===== src/rtl/fp12_accumulator.sv =====
// Sequential FP12 accumulator: IDLE -> ALIGN -> ADD -> NORM per term, result held in DONE.
// Optional sticky overflow/underflow flag port acc_ovf is enabled by FP12_ACC_OVF_FLAG_EN.
module fp12_accumulator #(
    parameter int EW = 4,
    parameter int MW = 7,
    parameter int GW = 3
) (
    input  logic            clk,
    input  logic            rst_n,
    input  logic [EW+MW:0]  in_data,
    input  logic            in_valid,
    input  logic            in_last,
    output logic            in_ready,
    output logic [EW+MW:0]  out_data,
    output logic            out_valid,
    input  logic            out_ready
`ifdef FP12_ACC_OVF_FLAG_EN
    ,
    output logic            acc_ovf
`endif
);
    // The exponent bias cancels out of an addition, so it never appears below.
    localparam int W     = 1 + EW + MW;
    localparam int MAN_W = MW + GW + 1;
    localparam int SUM_W = MW + GW + 2;
    localparam int EMAX  = (1 << EW) - 1;

    typedef enum logic [2:0] {IDLE, ALIGN, ADD, NORM, DONE} state_t;

    state_t             state_q, state_d;
    logic [W-1:0]       acc_q, acc_d;
    logic [W-1:0]       op_q, op_d;
    logic               last_q, last_d;
    logic               a_sign_q, a_sign_d;
    logic [EW-1:0]      a_exp_q, a_exp_d;
    logic [MAN_W-1:0]   a_man_q, a_man_d;
    logic [MAN_W-1:0]   b_man_q, b_man_d;
    logic               sub_q, sub_d;
    logic [SUM_W-1:0]   sum_q, sum_d;
    logic               ovf_q, ovf_d;

    // Alignment datapath: zero operands get an all-zero mantissa so they sort below everything.
    logic [EW-1:0]      x_exp, y_exp, b_exp, exp_diff;
    logic [MAN_W-1:0]   x_man, y_man, b_man;
    logic               swap;

    always_comb begin
        x_exp    = acc_q[W-2:MW];
        y_exp    = op_q[W-2:MW];
        x_man    = (x_exp == '0) ? '0 : {1'b1, acc_q[MW-1:0], {GW{1'b0}}};
        y_man    = (y_exp == '0) ? '0 : {1'b1, op_q[MW-1:0], {GW{1'b0}}};
        swap     = {y_exp, y_man} > {x_exp, x_man};
        a_sign_d = swap ? op_q[W-1] : acc_q[W-1];
        a_exp_d  = swap ? y_exp : x_exp;
        a_man_d  = swap ? y_man : x_man;
        b_exp    = swap ? x_exp : y_exp;
        b_man    = swap ? x_man : y_man;
        exp_diff = a_exp_d - b_exp;
        b_man_d  = (int'(exp_diff) >= MAN_W) ? '0 : (b_man >> exp_diff);
        sub_d    = acc_q[W-1] ^ op_q[W-1];
    end

    // Normalisation: leading-one detect, exponent adjust, truncate guard bits, clamp range.
    int                 lead;
    int                 lz;
    int                 e_norm;
    logic [SUM_W-1:0]   shifted;
    logic [MW-1:0]      n_man;
    logic [W-1:0]       norm_word;
    logic               norm_ovf;

    always_comb begin
        // NOTE: every variable gets a default first so no path leaves it unassigned (no latches).
        lead      = 0;
        lz        = 0;
        shifted   = '0;
        n_man     = '0;
        e_norm    = 0;
        norm_word = '0;
        norm_ovf  = 1'b0;
        for (int i = 0; i < SUM_W - 1; i++) begin
            if (sum_q[i]) lead = i;
        end
        if (sum_q[SUM_W-1]) begin
            e_norm = int'(a_exp_q) + 1;
            n_man  = sum_q[MAN_W-1 -: MW];
        end else begin
            lz      = (MAN_W - 1) - lead;
            shifted = sum_q << lz;
            e_norm  = int'(a_exp_q) - lz;
            n_man   = shifted[MAN_W-2 -: MW];
        end
        if (sum_q == '0) begin
            norm_word = '0;
        end else if (e_norm > EMAX) begin
            norm_word = {a_sign_q, {EW{1'b1}}, {MW{1'b1}}};
            norm_ovf  = 1'b1;
        end else if (e_norm < 1) begin
            norm_word = '0;
            norm_ovf  = 1'b1;
        end else begin
            norm_word = {a_sign_q, EW'(e_norm), n_man};
        end
    end

    always_comb begin
        state_d = state_q;
        acc_d   = acc_q;
        op_d    = op_q;
        last_d  = last_q;
        sum_d   = sum_q;
        ovf_d   = ovf_q;
        unique case (state_q)
            IDLE: if (in_valid) begin
                op_d    = in_data;
                last_d  = in_last;
                state_d = ALIGN;
            end
            ALIGN: state_d = ADD;
            ADD: begin
                sum_d   = sub_q ? ({1'b0, a_man_q} - {1'b0, b_man_q})
                                : ({1'b0, a_man_q} + {1'b0, b_man_q});
                state_d = NORM;
            end
            NORM: begin
                acc_d   = norm_word;
                ovf_d   = ovf_q | norm_ovf;
                state_d = last_q ? DONE : IDLE;
            end
            DONE: if (out_ready) begin
                acc_d   = '0;
                ovf_d   = 1'b0;
                state_d = IDLE;
            end
            default: state_d = IDLE;
        endcase
    end

    always_ff @(posedge clk or negedge rst_n) begin
        if (!rst_n) begin
            state_q  <= IDLE;
            acc_q    <= '0;
            op_q     <= '0;
            last_q   <= 1'b0;
            a_sign_q <= 1'b0;
            a_exp_q  <= '0;
            a_man_q  <= '0;
            b_man_q  <= '0;
            sub_q    <= 1'b0;
            sum_q    <= '0;
            ovf_q    <= 1'b0;
        end else begin
            // NOTE: non-blocking assignments so every register samples pre-edge values.
            state_q <= state_d;
            acc_q   <= acc_d;
            op_q    <= op_d;
            last_q  <= last_d;
            sum_q   <= sum_d;
            ovf_q   <= ovf_d;
            if (state_q == ALIGN) begin
                a_sign_q <= a_sign_d;
                a_exp_q  <= a_exp_d;
                a_man_q  <= a_man_d;
                b_man_q  <= b_man_d;
                sub_q    <= sub_d;
            end
        end
    end

    // in_ready is gated by rst_n so it stays low for the whole reset pulse.
    assign in_ready  = (state_q == IDLE) && rst_n;
    assign out_valid = (state_q == DONE);
    assign out_data  = (state_q == DONE) ? acc_q : '0;

`ifdef FP12_ACC_OVF_FLAG_EN
    assign acc_ovf = ovf_q;
`else
    logic unused_ovf;
    assign unused_ovf = ovf_q;
`endif

endmodule

===== config.mk =====
export PLATFORM = sky130hd
export DESIGN_NAME = fp12_accumulator
export DESIGN_NICKNAME = d
export VERILOG_FILES = /design/src/rtl/fp12_accumulator.sv
export SDC_FILE = /design/constraint.sdc
export NUM_CORES = 1
export LEC_CHECK = 0
export ABC_CLOCK_PERIOD_IN_PS = 5800
export BUFFER_PORTS_ARGS = -buffer_cell sky130_fd_sc_hd__buf_2
export CAP_MARGIN = 20
export CORE_MARGIN = 2
export CORE_UTILIZATION = 30
export DETAILED_ROUTE_END_ITERATION = 8
export HOLD_SLACK_MARGIN = 0.02
export PLACE_DENSITY = 0.54
export REMOVE_ABC_BUFFERS = 1
export SLEW_MARGIN = 20
export SYNTH_ARGS = -nofsm -noshare
export SYNTH_HDL_FRONTEND = slang
export SYNTH_SLANG_ARGS = --single-unit

===== constraint.sdc =====
create_clock -name clk -period 5.8 [get_ports clk]
set_input_delay 0 -clock clk [delete_from_list [all_inputs] [get_ports clk]]
set_output_delay 0 -clock clk [all_outputs]
set_load 0.03 [all_outputs]

== Word level (Yosys, flattened, before mapping) ==
Cells that the tools add are included.

* Input port bits: 17
* Latch bits: 0
* Flip-flop bits (word level): 68
* Output and inout bits: 14
* RAM bits: 0
* Memories: 0
* ROM bits: 0

* Muxes and demuxes: 31
* Shift-type cells: 2
* Equality and inequality tests: 6
* Div/mod/pow operators: 0
* Order comparisons: 4
* Reduce and logical (&&, ||, !) cells: 9
* Add/subtract/negate cells: 6
* Multiply operators: 0
* Bitwise operators: 1

{| class="wikitable"
|+ Operators with widths
! cell !! number
|-
| 2-to-1 mux 32 bit || 10
|-
| 2-to-1 mux 12 bit || 6
|-
| 2-to-1 mux 11 bit || 5
|-
| > comparator 32 x 5 -> 1 bit (second input constant) || 1
|-
| < comparator 32 x 2 -> 1 bit (second input constant) || 1
|-
| left shift 12 x 32 -> 10 bit || 1
|-
| subtractor 5 x 32 -> 32 bit || 1
|-
| subtractor 5 x 32 -> 32 bit (first input constant) || 1
|-
| case mux 12 bit (2 select lines) || 1
|-
| > comparator 15 bit || 1
|-
| case mux 3 bit (5 select lines) || 1
|-
| adder 11 x 11 -> 12 bit || 1
|-
| logical NOT 12 bit || 1
|-
| subtractor 11 x 11 -> 12 bit || 1
|-
| right shift 11 x 4 -> 11 bit || 1
|-
| 2-to-1 mux 3 bit || 3
|-
| logical NOT 4 bit || 2
|-
| 2-to-1 mux 4 bit || 2
|-
| 2-to-1 mux 7 bit || 1
|-
| equality test 3 x 2 -> 1 bit (second input constant) || 2
|-
| AND reduction 2 bit || 3
|-
| adder 4 x 1 -> 5 bit (second input constant) || 1
|-
| >= comparator 4 bit (second input constant) || 1
|-
| subtractor 4 bit || 1
|-
| other kinds (9) || 10
|}

== Longest topological paths before layout ==
* Depth after elaboration: 18
* Mapped depth: 19

== Worst setup path before layout ==
No wires, ideal clock.

* Path type: register -> register
* Start: register op_q[7]
* End: register b_man_q[2]
* Cell stages (with the launch flop): 18
* Arrival time: 4155 ps
* Required time: 5724 ps
* Slack: 1569 ps
* Cell sequence: dfrtp_1 > or4_1 > clkbuf_1 > nand2_1 > inv_1 > ha_1 > a21oi_1 > o21ai_0 > a221o_1 > o21a_1 > buf_6 > mux2i_1 > ha_1 > clkbuf_1 > clkinv_1 > o211a_1 > or3_1 > o21ai_1

* Longest elaborated chain between the ends: 7
* Elaborated cells on any way between the ends: 10
* Classes of those cells: add/sub: 1; order compare: 2; shift: 1; mux: 5; reduce/logical: 1

{| class="wikitable"
|+ Ends and longest elaborated chain
! item !! RTL line !! source
|-
| start, declared || 32 || <nowiki>logic [W-1:0] op_q, op_d;</nowiki>
|-
| start signal, assigned || 156 || <nowiki>op_q <= op_d;</nowiki>
|-
| logical NOT 4 bit || 51 || <nowiki>y_man = (y_exp == '0) ? '0 : {1'b1, op_q[MW-1:0], {GW{1'b0}}};</nowiki>
|-
| 2-to-1 mux 11 bit || 51 ||
|-
| > comparator 15 bit || 52 || <nowiki>swap = {y_exp, y_man} > {x_exp, x_man};</nowiki>
|-
| 2-to-1 mux 4 bit (on tied branches) || 54, 56 ||
|-
| subtractor 4 bit || 58 || <nowiki>exp_diff = a_exp_d - b_exp;</nowiki>
|-
| right shift 11 x 4 -> 11 bit or >= comparator 4 bit (tied branches) || 59 || <nowiki>b_man_d = (int'(exp_diff) >= MAN_W) ? '0 : (b_man >> exp_diff);</nowiki>
|-
| 2-to-1 mux 11 bit * || 59 ||
|-
| end signal, assigned || 164 || <nowiki>b_man_q <= b_man_d;</nowiki>
|-
| end, declared || 37 || <nowiki>logic [MAN_W-1:0] b_man_q, b_man_d;</nowiki>
|}

Every way passes the cells marked *; elsewhere a longest branch is shown, timed or not.
A chain may end at the register's enable or synchronous reset.

== Worst setup path in the final report ==
* Start: register op_q[8]
* End: register b_man_q[2]

Same word-level chain as after synthesis.

==> results_dict.tcl <==
set metrics [dict create \
    min_period_ns 4.591 \
    slew_viol_final 0 \
    cts.clk_slew.worst_paths_ns 0.05 \
    grt_max_degree 67 \
    syn_inst 576 \
    max_freq_ghz 0.2178 \
    cts_tree "built" \
    relSlewSlack_pct 34.69 \
    grt_pass1_vias 4195 \
    dieArea_um2 17720 \
    route.detailed.drc 0 \
    worstPathCellList "or4_1 -> nand2_1 -> inv_1 -> ha_1 -> and4b_1 -> a211oi_1 -> nor2_2 -> o21a_1 -> mux2i_1 -> ha_1 -> clkinv_1 -> o211a_1 -> or3_1 -> o21ai_1" \
    rsz0062_at_grt "false" \
    fin_tns_setup_ns 0 \
    clock-sinks 65 \
    fin_crit_sh_pct 79.15 \
    synth_top_area_share_pct 32.52 \
    place_congestion 0.8618 \
    num_io_pins 31 \
    ys_seq_elements 65 \
    antenna_found_initial 0 \
    rr_worst_depth 14 \
    crit_fanout 11 \
    ant_nets 0 \
    startpoint_type "flop" \
    hp-class "primary input to async pin" \
    antennaDiodeCount 0 \
    ys_types 73 \
    clock_skew_ns 0.006518 \
    dieWidth_um 133.1 \
    critPathMaxStageDelay_ns 0.75 \
    critPathKind "flop to flop" \
    firstDrtPassIters 5 \
    cp.required_ns 6.04 \
    vias 4343 \
    syn_to_final_growth_pct 15.51 \
    cts_buffers 9 \
    worstSetupEndpointType "flop" \
    drv_cap 0 \
    cts.repair.resized 0 \
    vias_per_cell 5.214 \
    synth_edf_count 0 \
    hpwlAfterDp_um 9903 \
    die_h_um 133.1 \
    ys.flop_type "dfrtp_1" \
    synth_top_cell_by_area "dfrtp_1" \
    status "complete, no violations" \
    core-area_um2 16470 \
    grt_first_pass_wirelength_um 21980 \
    insertion_delay_ns 0.33 \
    grt_overflow 0 \
    track_usage_pct 15.32 \
    nNetsFinal 654 \
    ys_async_sr_fraction_pct 100.0 \
    clockRootBuffer "clkbuf_16" \
    tightestPinTransition_ns 0.9751 \
    routedWlPerCell_um 15.71 \
    path_common_cell "ha_1" \
    crit_path_top_delay_cell "or4_1" \
    hold_viol 0 \
    htree_num_levels 3 \
    syn_avg_cell_area_um2 8.685 \
    start_util_pct 30.38 \
    setup_viol 0 \
    postRouteWirelength_um 13090 \
    fillCellCount 1725 \
    io_buffers 30 \
    clk_path_buf_depth 2 \
    drt_iter0_drc 366 \
    cp.arrival_ns 4.83 \
    rows 47 \
    ys_seq_area_share_pct 32.52 \
    yosys_warnings 0 \
    drive_gt1_share_pct 13.54 \
    synthTopCellsByArea "dfrtp_1 (33%), ha_1 (6.8%), nand2_1 (5.2%)" \
    synth_area_um2 5002 \
]
kinds of logic after synthesis:
family	Yosys count	synth area share (%)
simple gates	206	20.49
compound gates	146	19.33
mux	44	10.18
xor+xnor	27	5.103
flops	65	32.52
fa+ha+maj	31	7.779
buf+inv	57	4.602
metal layers:
layer  vias up  track usage [%]  share of wire [%]  wire [um]
li1       2154                -                  -          -
met1      2072            22.38                 49       6463
met2       103            23.60                 45       5934
met3        14            2.778                4.2        547
met4         0            3.605                1.1        140
met5         -                0                  0          0
cells in the final DEF (no fill, tap or decap), types with 9 or more instances in the layout:
cell,n
nand2_1,69
dfrtp_1,65
nor2_1,45
o21ai_0,43
buf_2,30
a21oi_1,27
ha_1,27
inv_1,25
mux2i_1,25
xnor2_1,19
dlygate4sd3_1,16
mux2_2,15
nand3_1,13
and2_1,13
a22o_1,12
nor3_1,11
nand2b_1,9
clkbuf_16,9
cells in the mapped netlist (5+ instances only):
master and count:
a21o_1 7, a21oi_1 27, a22o_1 12, and2_1 13, clkbuf_1 22, dfrtp_1 65, ha_1 27, inv_1 25
mux2_2 15, mux2i_1 25, nand2_1 69, nand2b_1 9, nand3_1 13, nand4_1 7, nor2_1 45, nor2b_1 6
nor3_1 11, o21ai_0 43, o21ai_1 5, xnor2_1 19, xor2_1 7
worst max-delay path: cells and delay by family, from the launching register on:
kind	cells	cell delay, ns
buf+inv	2	0.39
compound gates	4	1.06
mux	1	0.17
fa+ha+maj	2	0.82
simple gates	5	1.60
flops	1	0.45
final cells by class:
| class | instances | area (um2) | area share [%] |
|---|---|---|---|
| clock inverter | 4 | 45.04 | 0.7796 |
| multi-input combinational | 454 | 3146 | 54.44 |
| inverter | 28 | 105.1 | 1.819 |
| clock buffer | 11 | 232.7 | 4.028 |
| tap | 220 | 275.3 | 4.764 |
| sequential | 65 | 1627 | 28.15 |
| timing repair buffer | 51 | 347.8 | 6.020 |
sequential cells by signal, summed over array words and instances (netlist names):
signal	cells
state_q	3
last_q	1
a_exp_q	4
sub_q	1
sum_q	12
acc_q	12
a_sign_q	1
b_man_q	11
op_q	12
a_man_q	8
per-stage QoR:
step	hold WS [ns]	cell area (um2)	utilization [%]	setup slack [ns]	cells
floorplan	-0.2956	4877	-	0.9900	547
global placement	0.2206	5340	32.43	1.301	802
detailed placement	0.2266	5340	32.43	1.234	802
CTS	0.4138	5778	35.09	1.208	833
global route	0.4454	5778	35.09	0.9603	833
finish	0.3806	5778	35.09	1.209	833
repair_timing:
action	in CTS	in global routing
endpoints found under the hold margin	80	0
setup buffers	0	0
hold buffers	16	0
path summary, 6_finish.rpt:
path | startpoint | end | slack (ns)
worst max-delay path | op_q[8]$_DFFE_PN0P_ | b_man_q[2]$_DFFE_PN0P_ | 1.21
worst min-delay path | rst_n | op_q[9]$_DFFE_PN0P_ | 0.38
worst max register to register | op_q[8]$_DFFE_PN0P_ | b_man_q[2]$_DFFE_PN0P_ | 1.21
worst min register to register | a_sign_q$_DFFE_PN0P_ | a_sign_q$_DFFE_PN0P_ | 0.49
max in group asynchronous | rst_n | b_man_q[5]$_DFFE_PN0P_ | 4.86
min in group clk | in_data[1] | op_q[1]$_DFFE_PN0P_ | 0.44
Power is not shown: default switching activity piles up to over one toggle a cycle in this logic, so the estimate is an artifact.
